$ cat src/rtl/cache_pkg.sv
// Shared definitions for the CPU-side cache request path: default widths,
// the request FSM encoding and the queued command record.
package cache_pkg;

    localparam int DEF_ADDR_WIDTH = 11;
    localparam int DEF_DATA_WIDTH = 8;

    typedef enum logic [1:0] {
        ST_IDLE = 2'd0,
        ST_WAIT = 2'd1,
        ST_RESP = 2'd2
    } req_state_t;

    typedef struct packed {
        logic                      write;
        logic [DEF_ADDR_WIDTH-1:0] addr;
        logic [DEF_DATA_WIDTH-1:0] wdata;
    } cpu_cmd_t;

endpackage

$ cat src/rtl/sync_fifo.sv
// Single-clock FIFO with registered occupancy; a push and a pop in the same
// cycle are both honoured, and pushes into a full queue are dropped.
module sync_fifo #(
    parameter int WIDTH = 8,
    parameter int DEPTH = 4
) (
    input  logic                     clk,
    input  logic                     rst,
    input  logic                     push,
    input  logic [WIDTH-1:0]         push_data,
    input  logic                     pop,
    output logic [WIDTH-1:0]         pop_data,
    output logic                     full,
    output logic                     empty,
    output logic [$clog2(DEPTH):0]   count
);

    localparam int AW = $clog2(DEPTH);
    localparam logic [AW:0] FULL_CNT = (AW + 1)'(DEPTH);

    logic [WIDTH-1:0] mem_q [DEPTH];
    logic [AW-1:0]    wr_ptr_q, wr_ptr_d;
    logic [AW-1:0]    rd_ptr_q, rd_ptr_d;
    logic [AW:0]      count_q, count_d;
    logic             do_push, do_pop;

    assign full     = (count_q == FULL_CNT);
    assign empty    = (count_q == '0);
    assign count    = count_q;
    assign pop_data = mem_q[rd_ptr_q];
    assign do_push  = push && !full;
    assign do_pop   = pop && !empty;

    always_comb begin
        wr_ptr_d = wr_ptr_q;
        rd_ptr_d = rd_ptr_q;
        count_d  = count_q;
        if (do_push) wr_ptr_d = wr_ptr_q + 1'b1;
        if (do_pop)  rd_ptr_d = rd_ptr_q + 1'b1;
        case ({do_push, do_pop})
            2'b10:   count_d = count_q + 1'b1;
            2'b01:   count_d = count_q - 1'b1;
            default: count_d = count_q;
        endcase
    end

    always_ff @(posedge clk) begin
        if (rst) begin
            wr_ptr_q <= '0;
            rd_ptr_q <= '0;
            count_q  <= '0;
        end else begin
            wr_ptr_q <= wr_ptr_d;
            rd_ptr_q <= rd_ptr_d;
            count_q  <= count_d;
        end
    end

    // Storage needs no reset: occupancy alone decides what is valid.
    always_ff @(posedge clk) begin
        if (do_push) mem_q[wr_ptr_q] <= push_data;
    end

endmodule

$ cat src/rtl/cpu_req_master.sv
// Queues host read/write commands and issues them one at a time to L1,
// holding each strobe until cpu_ready or timeout, returning in-order responses.
module cpu_req_master
    import cache_pkg::*;
#(
    parameter int ADDR_WIDTH     = DEF_ADDR_WIDTH,
    parameter int DATA_WIDTH     = DEF_DATA_WIDTH,
    parameter int FIFO_DEPTH     = 4,
    parameter int TIMEOUT_CYCLES = 255
) (
    input  logic                  clk,
    input  logic                  rst,
    input  logic                  cmd_valid,
    output logic                  cmd_ready,
    input  logic                  cmd_write,
    input  logic [ADDR_WIDTH-1:0] cmd_addr,
    input  logic [DATA_WIDTH-1:0] cmd_wdata,
    output logic [ADDR_WIDTH-1:0] cpu_addr,
    output logic [DATA_WIDTH-1:0] cpu_data_in,
    output logic                  cpu_read,
    output logic                  cpu_write,
    input  logic [DATA_WIDTH-1:0] cpu_data_out,
    input  logic                  cpu_ready,
    output logic                  rsp_valid,
    input  logic                  rsp_ready,
    output logic [ADDR_WIDTH-1:0] rsp_addr,
    output logic [DATA_WIDTH-1:0] rsp_data,
    output logic                  rsp_write,
    output logic                  rsp_timeout,
    output logic                  busy,
    output logic [15:0]           req_count,
    output logic [7:0]            timeout_count,
    output logic [1:0]            dbg_state
);

    localparam int CMD_W = 1 + ADDR_WIDTH + DATA_WIDTH;
    localparam logic [7:0] TO_LAST = 8'(TIMEOUT_CYCLES - 1);

    // Valid/ready: a transfer happens on a rising edge where valid and ready
    // are both high; a valid source holds its payload stable until then.

    logic                        fifo_push, fifo_pop, fifo_full, fifo_empty;
    logic [CMD_W-1:0]            fifo_head;
    logic [$clog2(FIFO_DEPTH):0] fifo_count;
    logic                        head_write;
    logic [ADDR_WIDTH-1:0]       head_addr;
    logic [DATA_WIDTH-1:0]       head_wdata;

    req_state_t            state_q, state_d;
    logic [ADDR_WIDTH-1:0] cpu_addr_q, cpu_addr_d;
    logic [DATA_WIDTH-1:0] cpu_wdata_q, cpu_wdata_d;
    logic                  cpu_read_q, cpu_read_d;
    logic                  cpu_write_q, cpu_write_d;
    logic                  cur_write_q, cur_write_d;
    logic [DATA_WIDTH-1:0] rsp_data_q, rsp_data_d;
    logic                  rsp_timeout_q, rsp_timeout_d;
    logic [7:0]            cnt_q, cnt_d;
    logic [15:0]           req_count_q, req_count_d;
    logic [7:0]            timeout_count_q, timeout_count_d;

    assign cmd_ready = !fifo_full && !rst;
    assign fifo_push = cmd_valid && cmd_ready;
    assign {head_write, head_addr, head_wdata} = fifo_head;

    sync_fifo #(
        .WIDTH (CMD_W),
        .DEPTH (FIFO_DEPTH)
    ) u_cmd_fifo (
        .clk       (clk),
        .rst       (rst),
        .push      (fifo_push),
        .push_data ({cmd_write, cmd_addr, cmd_wdata}),
        .pop       (fifo_pop),
        .pop_data  (fifo_head),
        .full      (fifo_full),
        .empty     (fifo_empty),
        .count     (fifo_count)
    );

    always_ff @(posedge clk) begin
        if (rst) begin
            state_q         <= ST_IDLE;
            cpu_addr_q      <= '0;
            cpu_wdata_q     <= '0;
            cpu_read_q      <= 1'b0;
            cpu_write_q     <= 1'b0;
            cur_write_q     <= 1'b0;
            rsp_data_q      <= '0;
            rsp_timeout_q   <= 1'b0;
            cnt_q           <= '0;
            req_count_q     <= '0;
            timeout_count_q <= '0;
        end else begin
            state_q         <= state_d;
            cpu_addr_q      <= cpu_addr_d;
            cpu_wdata_q     <= cpu_wdata_d;
            cpu_read_q      <= cpu_read_d;
            cpu_write_q     <= cpu_write_d;
            cur_write_q     <= cur_write_d;
            rsp_data_q      <= rsp_data_d;
            rsp_timeout_q   <= rsp_timeout_d;
            cnt_q           <= cnt_d;
            req_count_q     <= req_count_d;
            timeout_count_q <= timeout_count_d;
        end
    end

    // cpu_ready on the last allowed cycle wins over the timeout.
    always_comb begin
        state_d = state_q;
        unique case (state_q)
            ST_IDLE: if (!fifo_empty) state_d = ST_WAIT;
            ST_WAIT: if (cpu_ready || cnt_q == TO_LAST) state_d = ST_RESP;
            ST_RESP: if (rsp_ready) state_d = ST_IDLE;
            default: state_d = ST_IDLE;
        endcase
    end

    always_comb begin
        fifo_pop        = 1'b0;
        cpu_addr_d      = cpu_addr_q;
        cpu_wdata_d     = cpu_wdata_q;
        cpu_read_d      = cpu_read_q;
        cpu_write_d     = cpu_write_q;
        cur_write_d     = cur_write_q;
        rsp_data_d      = rsp_data_q;
        rsp_timeout_d   = rsp_timeout_q;
        cnt_d           = cnt_q;
        req_count_d     = req_count_q;
        timeout_count_d = timeout_count_q;
        unique case (state_q)
            ST_IDLE: begin
                if (!fifo_empty) begin
                    fifo_pop      = 1'b1;
                    cpu_addr_d    = head_addr;
                    cpu_wdata_d   = head_wdata;
                    cur_write_d   = head_write;
                    cpu_read_d    = !head_write;
                    cpu_write_d   = head_write;
                    cnt_d         = '0;
                    rsp_data_d    = '0;
                    rsp_timeout_d = 1'b0;
                end
            end
            ST_WAIT: begin
                if (cpu_ready) begin
                    cpu_read_d    = 1'b0;
                    cpu_write_d   = 1'b0;
                    rsp_timeout_d = 1'b0;
                    rsp_data_d    = cur_write_q ? '0 : cpu_data_out;
                end else if (cnt_q == TO_LAST) begin
                    cpu_read_d    = 1'b0;
                    cpu_write_d   = 1'b0;
                    rsp_timeout_d = 1'b1;
                    rsp_data_d    = '0;
                end else begin
                    cnt_d = cnt_q + 8'd1;
                end
            end
            ST_RESP: begin
                if (rsp_ready) begin
                    if (req_count_q != 16'hFFFF) req_count_d = req_count_q + 16'd1;
                    if (rsp_timeout_q && timeout_count_q != 8'hFF)
                        timeout_count_d = timeout_count_q + 8'd1;
                end
            end
            default: ;
        endcase
    end

    assign cpu_addr      = cpu_addr_q;
    assign cpu_data_in   = cpu_wdata_q;
    assign cpu_read      = cpu_read_q;
    assign cpu_write     = cpu_write_q;
    assign rsp_valid     = (state_q == ST_RESP);
    assign rsp_addr      = cpu_addr_q;
    assign rsp_data      = rsp_data_q;
    assign rsp_write     = cur_write_q;
    assign rsp_timeout   = rsp_timeout_q;
    assign busy          = (state_q != ST_IDLE) || (fifo_count != '0);
    assign req_count     = req_count_q;
    assign timeout_count = timeout_count_q;
    assign dbg_state     = state_q;

endmodule

$ cat config.mk
export PLATFORM = sky130hd
export DESIGN_NAME = cpu_req_master
export DESIGN_NICKNAME = d
export VERILOG_FILES = /design/src/rtl/cache_pkg.sv /design/src/rtl/sync_fifo.sv /design/src/rtl/cpu_req_master.sv
export SDC_FILE = /design/constraint.sdc
export NUM_CORES = 1
export LEC_CHECK = 0
export ABC_AREA = 1
export CAP_MARGIN = 20
export CORE_ASPECT_RATIO = 1.75
export CORE_MARGIN = 1
export CORE_UTILIZATION = 35
export DETAILED_ROUTE_END_ITERATION = 12
export SLEW_MARGIN = 0
export SYNTH_ARGS = -nofsm -noshare
export SYNTH_HDL_FRONTEND = slang
export SYNTH_SLANG_ARGS = --single-unit
$ cat constraint.sdc
create_clock -name clk -period 6.3 [get_ports clk]
set_input_delay 1.575 -clock clk [delete_from_list [all_inputs] [get_ports clk]]
set_output_delay 1.575 -clock clk [all_outputs]
set_load 0.02 [all_outputs]
==> flow_metrics.py, run 1 <==
metrics = {
    "status": {
        "status": "completed",
    },
    "cts": {
        "htree_levels": 4,
        "clockBufferDepth": 2,
        "ctsHoldBuffers": 0,
        "cts_resized": 0,
        "cts_made_buffers": 17,
        "cts_sinks": 154,
        "cts_setup_buffers": 0,
        "root_buffer": "clkbuf_16",
        "insertion_delay_ns": 0.42,
        "cts_tree": "done",
        "clk_pin_slew_ns": 0.06,
    },
    "logic_synthesis": {
        "synth-xor-area-share": 0.0164,
        "seq_area_frac_synth": 0.607,
        "yosys.area.top_type": "edfxtp_1",
        "synth_compound_area_frac": 0.120,
        "synth_edf_count": 80,
        "synth-simple-area-share": 0.177,
        "synth_fa_ha_area_frac": 0.0207,
        "ys_seq_elements": 154,
        "synth.top_cell.area_share": 0.376,
        "synthMuxAreaShare": 0,
        "postSynthCellCount": 675,
        "synth_ff_type": "edfxtp_1",
        "synth_area_leaders": "edfxtp_1 (38%), dfxtp_1 (23%), nor2_1 (7.1%)",
        "synthArstFlopShare": 0,
        "avgSynthCellArea_um2": 9.47,
        "syn-cell-area_um2": 6390,
        "yosysWarningCount": 0,
        "synth_top_family_by_area": "simple AND/OR/NAND/NOR gates",
        "syn-num-nets": 718,
        "ys_types": 33,
    },
    "detailed_routing": {
        "drtIter0Drc": 150,
        "antenna_left": 0,
        "vias_per_cell": 4.87,
        "firstDrtPassIters": 4,
        "routed_wl_um": 15300,
        "dr_total_vias": 4935,
        "drc": 0,
        "wl_per_cell_um": 15.1,
    },
    "critical_path": {
        "max_stage_delay_ns": 0.68,
        "critPathRequiredTime_ns": 4.72,
        "r2r-end": "u_cmd_fifo.count[2]$_SDFFE_PP0P_",
        "cp_cell_sequence": "clkdlybuf4s50_1 -> a31oi_1 -> clkdlybuf4s50_1",
        "reg2regPathDepth": 10,
        "criticalPathCategory": "input port to output port",
        "rr_startpoint": "dbg_state[0]$_SDFFE_PP0P_",
        "r2r_slack_ns": 3.54,
        "path_common_cell": "clkdlybuf4s50_1",
        "crit_path_start_kind": "input port",
        "crit_slowest_cell": "clkdlybuf4s50_1",
        "worstPathArrival_ns": 3.04,
        "end_kind": "output port",
        "critPathMaxFanout": 2,
    },
    "worst_hold_path": {
        "min_path_cells": 1,
        "hp-class": "register to register",
        "whs_endpoint": "u_cmd_fifo.count[0]$_SDFFE_PP0P_",
        "hold_start": "u_cmd_fifo.count[0]$_SDFFE_PP0P_",
    },
    "die": {
        "die_y_um": 181,
        "rows": 65,
        "core_um2": 18000,
        "pin_count": 104,
        "die_x_um": 104,
        "die_area_um2": 18800,
        "initial_core_util": 0.356,
    },
    "sta": {
        "fin_worst_skew_ns": 0.0155,
        "hold_viol": 0,
        "final.setup.tns_ns": 0,
        "worstMarginPinSlew_ns": 0.889,
        "finalCriticalPeriod_ns": 4.62,
        "finalSetupViolations": 0,
        "maxSlewViolCount": 0,
        "rsz0062_at_grt": "false",
        "fin_crit_sh": 0.733,
        "slew_headroom": 0.407,
        "clock.fmax_mhz": 217,
    },
    "pwr": {
        "powerDensity_nw_per_um2": 390,
        "vdd_drop_max_uv": 182,
        "total_leakage_power_uw": 0.00284,
    },
    "global_routing": {
        "grt.total_usage": 0.170,
        "grt_max_degree": 42,
        "grt_pass1_wl_um": 24800,
        "antenna_found_initial": 0,
        "grt-ovfl-total": 0,
        "grt_pass1_vias": 4829,
    },
    "final_layout": {
        "drive_gt1_frac": 0.0744,
        "mostFrequentLayoutCells": "nor2_1 (117), clkdlybuf4s50_1 (103), nand2_1 (98)",
        "antennaDiodeCount": 0,
        "fin_area_um2": 8150,
        "fin_nets": 810,
        "syn_to_final_growth_pct": 27.5,
        "final_common_cell": "nor2_1",
        "instances_no_fill": 1014,
    },
    "placed_design": {
        "routabilityCongestion": 0.785,
        "io_buffers": 103,
        "place_hpwl_um": 10400,
        "placed_area_um2": 7580,
        "dp.cells": 982,
    },
    "flow_run": {
        "max_cap_violations": 0,
    },
}
-- worst max-delay path by stage --
| stage | endpoint | cells after the start | slack (ns) | from |
|---|---|---|---|---|
| after floorplan | u_cmd_fifo.mem_q[0][0]$_DFFE_PP_ | 4 | 2.57 | rst |
| after global placement | cmd_ready | 3 | 1.66 | rst |
| after detailed placement | cmd_ready | 3 | 1.70 | rst |
| after CTS | cmd_ready | 3 | 1.68 | rst |
| after global routing | cmd_ready | 3 | 1.63 | rst |
| final | cmd_ready | 3 | 1.68 | rst |
-- sequential cells by signal, indices dropped and copies added (netlist names), 2 cells and up, named ones only --
register and flops:
u_cmd_fifo.rd_ptr_q 2, cpu_data_in 8, req_count 16, u_cmd_fifo.wr_ptr_q 2
u_cmd_fifo.mem_q 80, cpu_addr 11, rsp_data 8, u_cmd_fifo.count 3
timeout_count 8, cnt_q 8, dbg_state 2
-- cell usage after synthesis (2+ instances only) --
library cell	number
nor2_1	121
nand2_1	98
edfxtp_1	80
o21ai_0	76
dfxtp_1	74
a21oi_1	45
inv_1	40
nand3_1	21
o22ai_1	19
clkbuf_1	17
nand4_1	16
buf_4	12
ha_1	9
buf_2	6
xnor2_1	6
xor2_1	6
nand2_2	4
nor2_2	4
inv_2	3
a21oi_2	2
buf_6	2
nor3_1	2
nor3b_1	2
-- cells by family (layout without fill, tap and decap cells) --
kind of cell             after synthesis  after routing
AND/OR/NAND/NOR                      272            272
flip-flops                           154            154
AO/OA/AOI/OAI                        145            145
buffers and inverters                 82            187
XOR/XNOR                              12             12
adder cells (fa/ha/maj)               10             10
-- worst max-delay path: cells and delay by family --
| kind | cells | cell delay [ns] |
|---|---|---|
| AOI/OAI and AO/OA | 1 | 0.33 |
| buffers and inverters | 2 | 1.14 |
-- per-stage QoR --
| step | hold slack [ns] | power [uW] | util | worst slack (ns) |
|---|---|---|---|---|
| after floorplan | 0.422 | 1860 | - | 2.57 |
| after global placement | 0.434 | 2200 | 0.422 | 1.66 |
| after detailed placement | 0.440 | 2220 | 0.422 | 1.70 |
| after CTS | 0.449 | 3220 | 0.454 | 1.68 |
| after global routing | 0.464 | 3370 | 0.454 | 1.63 |
| final | 0.447 | 3180 | 0.454 | 1.68 |
-- final cells by class --
class	instances	area, um^2
fill	1710	9820
sequential	154	3880
multi-input combinational	439	2150
timing repair buffer	111	1090
clock buffer	18	429
tap	234	293
inverter	44	165
clock inverter	14	145
-- report_power, final --
part / internal [uW] / switching [uW] / total (uW)
logic: 336 / 603 / 939
clock network: 560 / 441 / 1000
registers: 1160 / 75.3 / 1240
-- layer usage --
layer | up-vias | part of all wire | global-route usage
met5 | - | 0 | 0
met4 | 0 | 0.019 | 0.0669
met3 | 17 | 0.027 | 0.0307
met2 | 91 | 0.56 | 0.331
met1 | 2358 | 0.39 | 0.175
li1 | 2469 | - | -
(Power assumes the default switching activity.)
==> run 2, diff against run 1 <==
==> constraint.sdc (replaced) <==
create_clock -name clk -period 4.8 [get_ports clk]
set_input_delay 1.2 -clock clk [delete_from_list [all_inputs] [get_ports clk]]
set_output_delay 1.2 -clock clk [all_outputs]
set_load 0.02 [all_outputs]
==> run 2 against run 1 <==
Sequential power is 31% higher. Critical path depth stayed put. Utilization is 0.15 points higher. Flip-flop and latch count stayed put. First-iteration DRC count is 35% higher. Final area is 0.32% higher. Worst setup slack worse by 0.77 ns. Critical path type unchanged.
==> flow_metrics.py, run 2 (synthesis gave the netlist of run 1 again) <==
metrics = {
    "cts": {
        "root_buffer": "clkbuf_16",
        "htree_levels": 4,
        "clk_pin_slew_ns": 0.07,
        "cts_resized": 0,
        "clockBufferDepth": 2,
        "cts_made_buffers": 17,
        "ctsHoldBuffers": 0,
        "cts_tree": "done",
        "cts_setup_buffers": 0,
        "cts_sinks": 154,
        "insertion_delay_ns": 0.42,
    },
    "die": {
        "core_um2": 18000,
        "rows": 65,
        "initial_core_util": 0.356,
        "die_y_um": 181,
        "die_area_um2": 18800,
        "die_x_um": 104,
        "pin_count": 104,
    },
    "global_routing": {
        "grt_pass1_vias": 4671,
        "grt_max_degree": 42,
        "grt-ovfl-total": 0,
        "grt.total_usage": 0.164,
        "grt_pass1_wl_um": 23800,
        "antenna_found_initial": 0,
    },
    "detailed_routing": {
        "drtIter0Drc": 203,
        "wl_per_cell_um": 14.7,
        "vias_per_cell": 4.84,
        "drc": 0,
        "dr_total_vias": 4912,
        "antenna_left": 0,
        "firstDrtPassIters": 7,
        "routed_wl_um": 14900,
    },
    "placed_design": {
        "io_buffers": 103,
        "place_hpwl_um": 9990,
        "placed_area_um2": 7580,
        "routabilityCongestion": 0.837,
        "dp.cells": 982,
    },
    "critical_path": {
        "cp_cell_sequence": "clkdlybuf4s50_1 -> a31oi_1 -> clkdlybuf4s50_1",
        "critical-path-top-delay-family": "buffers and inverters",
        "worstPathArrival_ns": 2.69,
        "critPathRequiredTime_ns": 3.60,
        "criticalPathCategory": "input port to output port",
        "crit_slowest_cell": "clkdlybuf4s50_1",
        "crit_path_start_kind": "input port",
        "max_stage_delay_ns": 0.68,
        "cp_num_buf_inv": 2,
        "end_kind": "output port",
        "critPathMaxFanout": 2,
        "path_common_cell": "clkdlybuf4s50_1",
    },
    "final_layout": {
        "final_common_cell": "nor2_1",
        "largest_reg_flops": 80,
        "fin_nets": 810,
        "postLayoutCoreUtil": 0.455,
        "instances_no_fill": 1014,
        "antennaDiodeCount": 0,
        "nFillCells": 1734,
        "fin_area_um2": 8180,
        "mostFrequentLayoutCells": "nor2_1 (117), clkdlybuf4s50_1 (103), nand2_1 (98)",
        "syn_to_final_growth_pct": 27.9,
        "largest-register": "u_cmd_fifo.mem_q",
        "drive_gt1_frac": 0.0731,
    },
    "sta": {
        "clock.fmax_mhz": 257,
        "finalCriticalPeriod_ns": 3.89,
        "slew_headroom": 0.449,
        "hold_viol": 0,
        "fin_worst_skew_ns": 0.0121,
        "fin_crit_sh": 0.811,
        "maxSlewViolCount": 0,
        "finalSetupViolations": 0,
        "worstMarginPinSlew_ns": 0.826,
        "rsz0062_at_grt": "false",
        "final.setup.tns_ns": 0,
    },
    "pwr": {
        "powerDensity_nw_per_um2": 515,
        "totalPowerFinal_uw": 4220,
        "total_leakage_power_uw": 0.00286,
        "vdd_drop_max_uv": 341,
    },
    "worst_hold_path": {
        "hp-class": "register to register",
    },
    "status": {
        "status": "completed",
    },
    "flow_run": {
        "max_cap_violations": 0,
    },
}
==> run 2: area by class of cell <==
class | instances | area [um^2] | area share
inverter | 44 | 165 | 0.0202
timing repair buffer | 111 | 1090 | 0.133
clock inverter | 15 | 175 | 0.0214
tap | 234 | 293 | 0.0358
sequential | 154 | 3880 | 0.475
clock buffer | 17 | 425 | 0.0520
multi-input combinational | 439 | 2150 | 0.262
==> run 2: metal layers <==
layer  routed length, um  vias to the layer above  part of all wire  GRT usage
li1                    -                     2461                 -          -
met1                6000                     2331              0.40      0.176
met2                8230                      108              0.55      0.312
met3                 467                       12             0.031     0.0274
met4                 225                        0             0.015     0.0663
met5                   0                        -                 0          0
==> run 2: worst paths after layout <==
path                                    startpoint  slack [ns]  cells past startpoint                          endpoint
setup / recovery                               rst        0.91                      3                         cmd_ready
hold / removal    u_cmd_fifo.count[0]$_SDFFE_PP0P_        0.45                      1  u_cmd_fifo.count[0]$_SDFFE_PP0P_
setup reg to reg         dbg_state[0]$_SDFFE_PP0P_        2.02                     10  u_cmd_fifo.count[2]$_SDFFE_PP0P_
hold reg to reg   u_cmd_fifo.count[0]$_SDFFE_PP0P_        0.45                      1  u_cmd_fifo.count[0]$_SDFFE_PP0P_
==> run 2: metrics by stage <==
| step | setup slack [ns] | hold slack (ns) |
|---|---|---|
| 2_1_floorplan | 1.44 | 0.422 |
| 3_3_place_gp | 0.918 | 0.438 |
| 3_5_place_dp | 0.965 | 0.444 |
| 4_1_cts | 0.946 | 0.454 |
| 5_1_grt | 0.913 | 0.487 |
| 6_report | 0.909 | 0.453 |
==> run 2: power breakdown <==
part,switching (uW),internal (uW)
sequential,102,1530
combinational,786,440
clock,574,788
total,1460,2750
==> run 3, diff against run 2 <==
==> constraint.sdc (replaced) <==
create_clock -name clk -period 3.7 [get_ports clk]
set_input_delay 0.925 -clock clk [delete_from_list [all_inputs] [get_ports clk]]
set_output_delay 0.925 -clock clk [all_outputs]
set_load 0.02 [all_outputs]
==> run 3 against run 2 <==
Sequential power up 28%. Sequential share of layout area fell by 0.23 points. Utilization is 0.22 points higher. Flip-flop and latch count unchanged. Non-clock buffer count up 2. Via count up 1.0%. Final cell count rose by 0.20%. Critical path type unchanged.
==> flow_metrics.py, run 3 (synthesis gave the netlist of run 1 again) <==
metrics = {
    "status": {
        "status": "completed",
    },
    "cts": {
        "insertion_delay_ns": 0.42,
        "cts_sinks": 154,
        "clk_pin_slew_ns": 0.08,
        "clockBufferDepth": 2,
        "cts_setup_buffers": 0,
        "root_buffer": "clkbuf_16",
        "ctsHoldBuffers": 0,
        "cts_tree": "done",
        "htree_levels": 4,
        "cts_made_buffers": 17,
        "cts_resized": 0,
    },
    "sta": {
        "fin_crit_sh": 0.902,
        "maxSlewViolCount": 0,
        "fin_worst_skew_ns": 0.0134,
        "layout_setup_ws_ns": 0.364,
        "hold_viol": 0,
        "rsz0062_at_grt": "false",
        "clock.fmax_mhz": 300,
        "slew_headroom": 0.566,
        "finalCriticalPeriod_ns": 3.34,
        "worstMarginPinSlew_ns": 0.650,
        "finalSetupViolations": 0,
        "final.setup.tns_ns": 0,
    },
    "detailed_routing": {
        "drtIter0Drc": 180,
        "vias_per_cell": 4.88,
        "firstDrtPassIters": 4,
        "drc": 0,
        "antenna_left": 0,
        "drt-met1-wl_um": 6000,
        "wl_met2_um": 8350,
        "top_layer": "met4",
        "route.met3.wl_um": 442,
        "routed_wl_um": 15100,
        "dr_total_vias": 4962,
        "wl_per_cell_um": 14.9,
    },
    "critical_path": {
        "crit_path_start_kind": "input port",
        "max_stage_delay_ns": 0.68,
        "critical-path-top-delay-family": "buffers and inverters",
        "critPathMaxFanout": 2,
        "worstPathArrival_ns": 2.41,
        "critPathRequiredTime_ns": 2.77,
        "cp_num_buf_inv": 2,
        "path_common_cell": "clkdlybuf4s50_1",
        "criticalPathCategory": "input port to output port",
        "end_kind": "output port",
        "crit_slowest_cell": "clkdlybuf4s50_1",
        "cp_cell_sequence": "clkdlybuf4s50_1 -> a31oi_1 -> clkdlybuf4s50_1",
    },
    "die": {
        "initial_core_util": 0.356,
        "die_y_um": 181,
        "die_area_um2": 18800,
        "die_x_um": 104,
        "core_um2": 18000,
        "rows": 65,
        "pin_count": 104,
    },
    "global_routing": {
        "grt_max_degree": 42,
        "grt_pass1_wl_um": 24800,
        "antenna_found_initial": 0,
        "grt-ovfl-total": 0,
        "grt.total_usage": 0.170,
        "grt_pass1_vias": 4877,
    },
    "final_layout": {
        "mostFrequentLayoutCells": "nor2_1 (117), clkdlybuf4s50_1 (103), nand2_1 (98)",
        "final_common_cell": "nor2_1",
        "largest-register": "u_cmd_fifo.mem_q",
        "syn_to_final_growth_pct": 28.5,
        "drive_gt1_frac": 0.0780,
        "antennaDiodeCount": 0,
        "fin_nets": 812,
        "nFillCells": 1724,
        "postLayoutCoreUtil": 0.457,
        "largest_reg_flops": 80,
    },
    "pwr": {
        "vdd_drop_max_uv": 340,
        "powerDensity_nw_per_um2": 662,
        "total_leakage_power_uw": 0.00287,
    },
    "placed_design": {
        "io_buffers": 103,
        "routabilityCongestion": 0.873,
        "place_ws_ns": 0.387,
        "place_hpwl_um": 10300,
    },
    "worst_hold_path": {
        "hp-class": "register to register",
    },
    "flow_run": {
        "max_cap_violations": 0,
    },
}
## run 3: worst paths after layout
| path | startpoint | end | slack, ns | depth (start not counted) |
|---|---|---|---|---|
| hold reg to reg | u_cmd_fifo.count[0]$_SDFFE_PP0P_ | u_cmd_fifo.count[0]$_SDFFE_PP0P_ | 0.45 | 1 |
| setup / recovery | rst | cmd_ready | 0.36 | 3 |
| hold / removal | u_cmd_fifo.count[0]$_SDFFE_PP0P_ | u_cmd_fifo.count[0]$_SDFFE_PP0P_ | 0.45 | 1 |
| setup reg to reg | dbg_state[0]$_SDFFE_PP0P_ | u_cmd_fifo.count[2]$_SDFFE_PP0P_ | 1.46 | 10 |
## run 3: metal layers
metal / vias up / GRT usage
li1: 2482 / -
met1: 2353 / 0.181
met2: 106 / 0.324
met3: 21 / 0.0285
met4: 0 / 0.0731
met5: - / 0
## run 3: metrics by stage
step / hold WS [ns] / instance area (um^2) / cells / total power, uW
detailed placement: 0.441 / 7620 / 984 / 3770
global placement: 0.436 / 7620 / 984 / 3750
floorplan: 0.422 / 6390 / 675 / 3170
finish: 0.449 / 8220 / 1016 / 5440
global route: 0.466 / 8220 / 1016 / 5780
CTS: 0.452 / 8220 / 1016 / 5520
## run 3: worst reg2reg max path: stages (launching register included)
cell and delay, ns:
dfxtp_1 0.36, nor2_1 0.19, nand2_2 0.39, inv_2 0.16, ha_1 0.15, inv_1 0.06
fa_1 0.37, a21oi_1 0.14, o21ai_0 0.11, o21ai_0 0.15, a21oi_1 0.05
## run 3: cell type report
| class | instances | area (um^2) | area share |
|---|---|---|---|
| inverter | 44 | 165 | 0.0201 |
| multi-input combinational | 439 | 2150 | 0.261 |
| clock buffer | 17 | 425 | 0.0518 |
| sequential | 154 | 3880 | 0.473 |
| timing repair buffer | 113 | 1130 | 0.138 |
| tap | 234 | 293 | 0.0356 |
| clock inverter | 15 | 175 | 0.0213 |
## run 3: power breakdown
group	switching [uW]	total [uW]	internal (uW)
Clock	819	1730	913
Sequential	106	2090	1980
Combinational	1040	1620	588
Total	1960	5440	3480
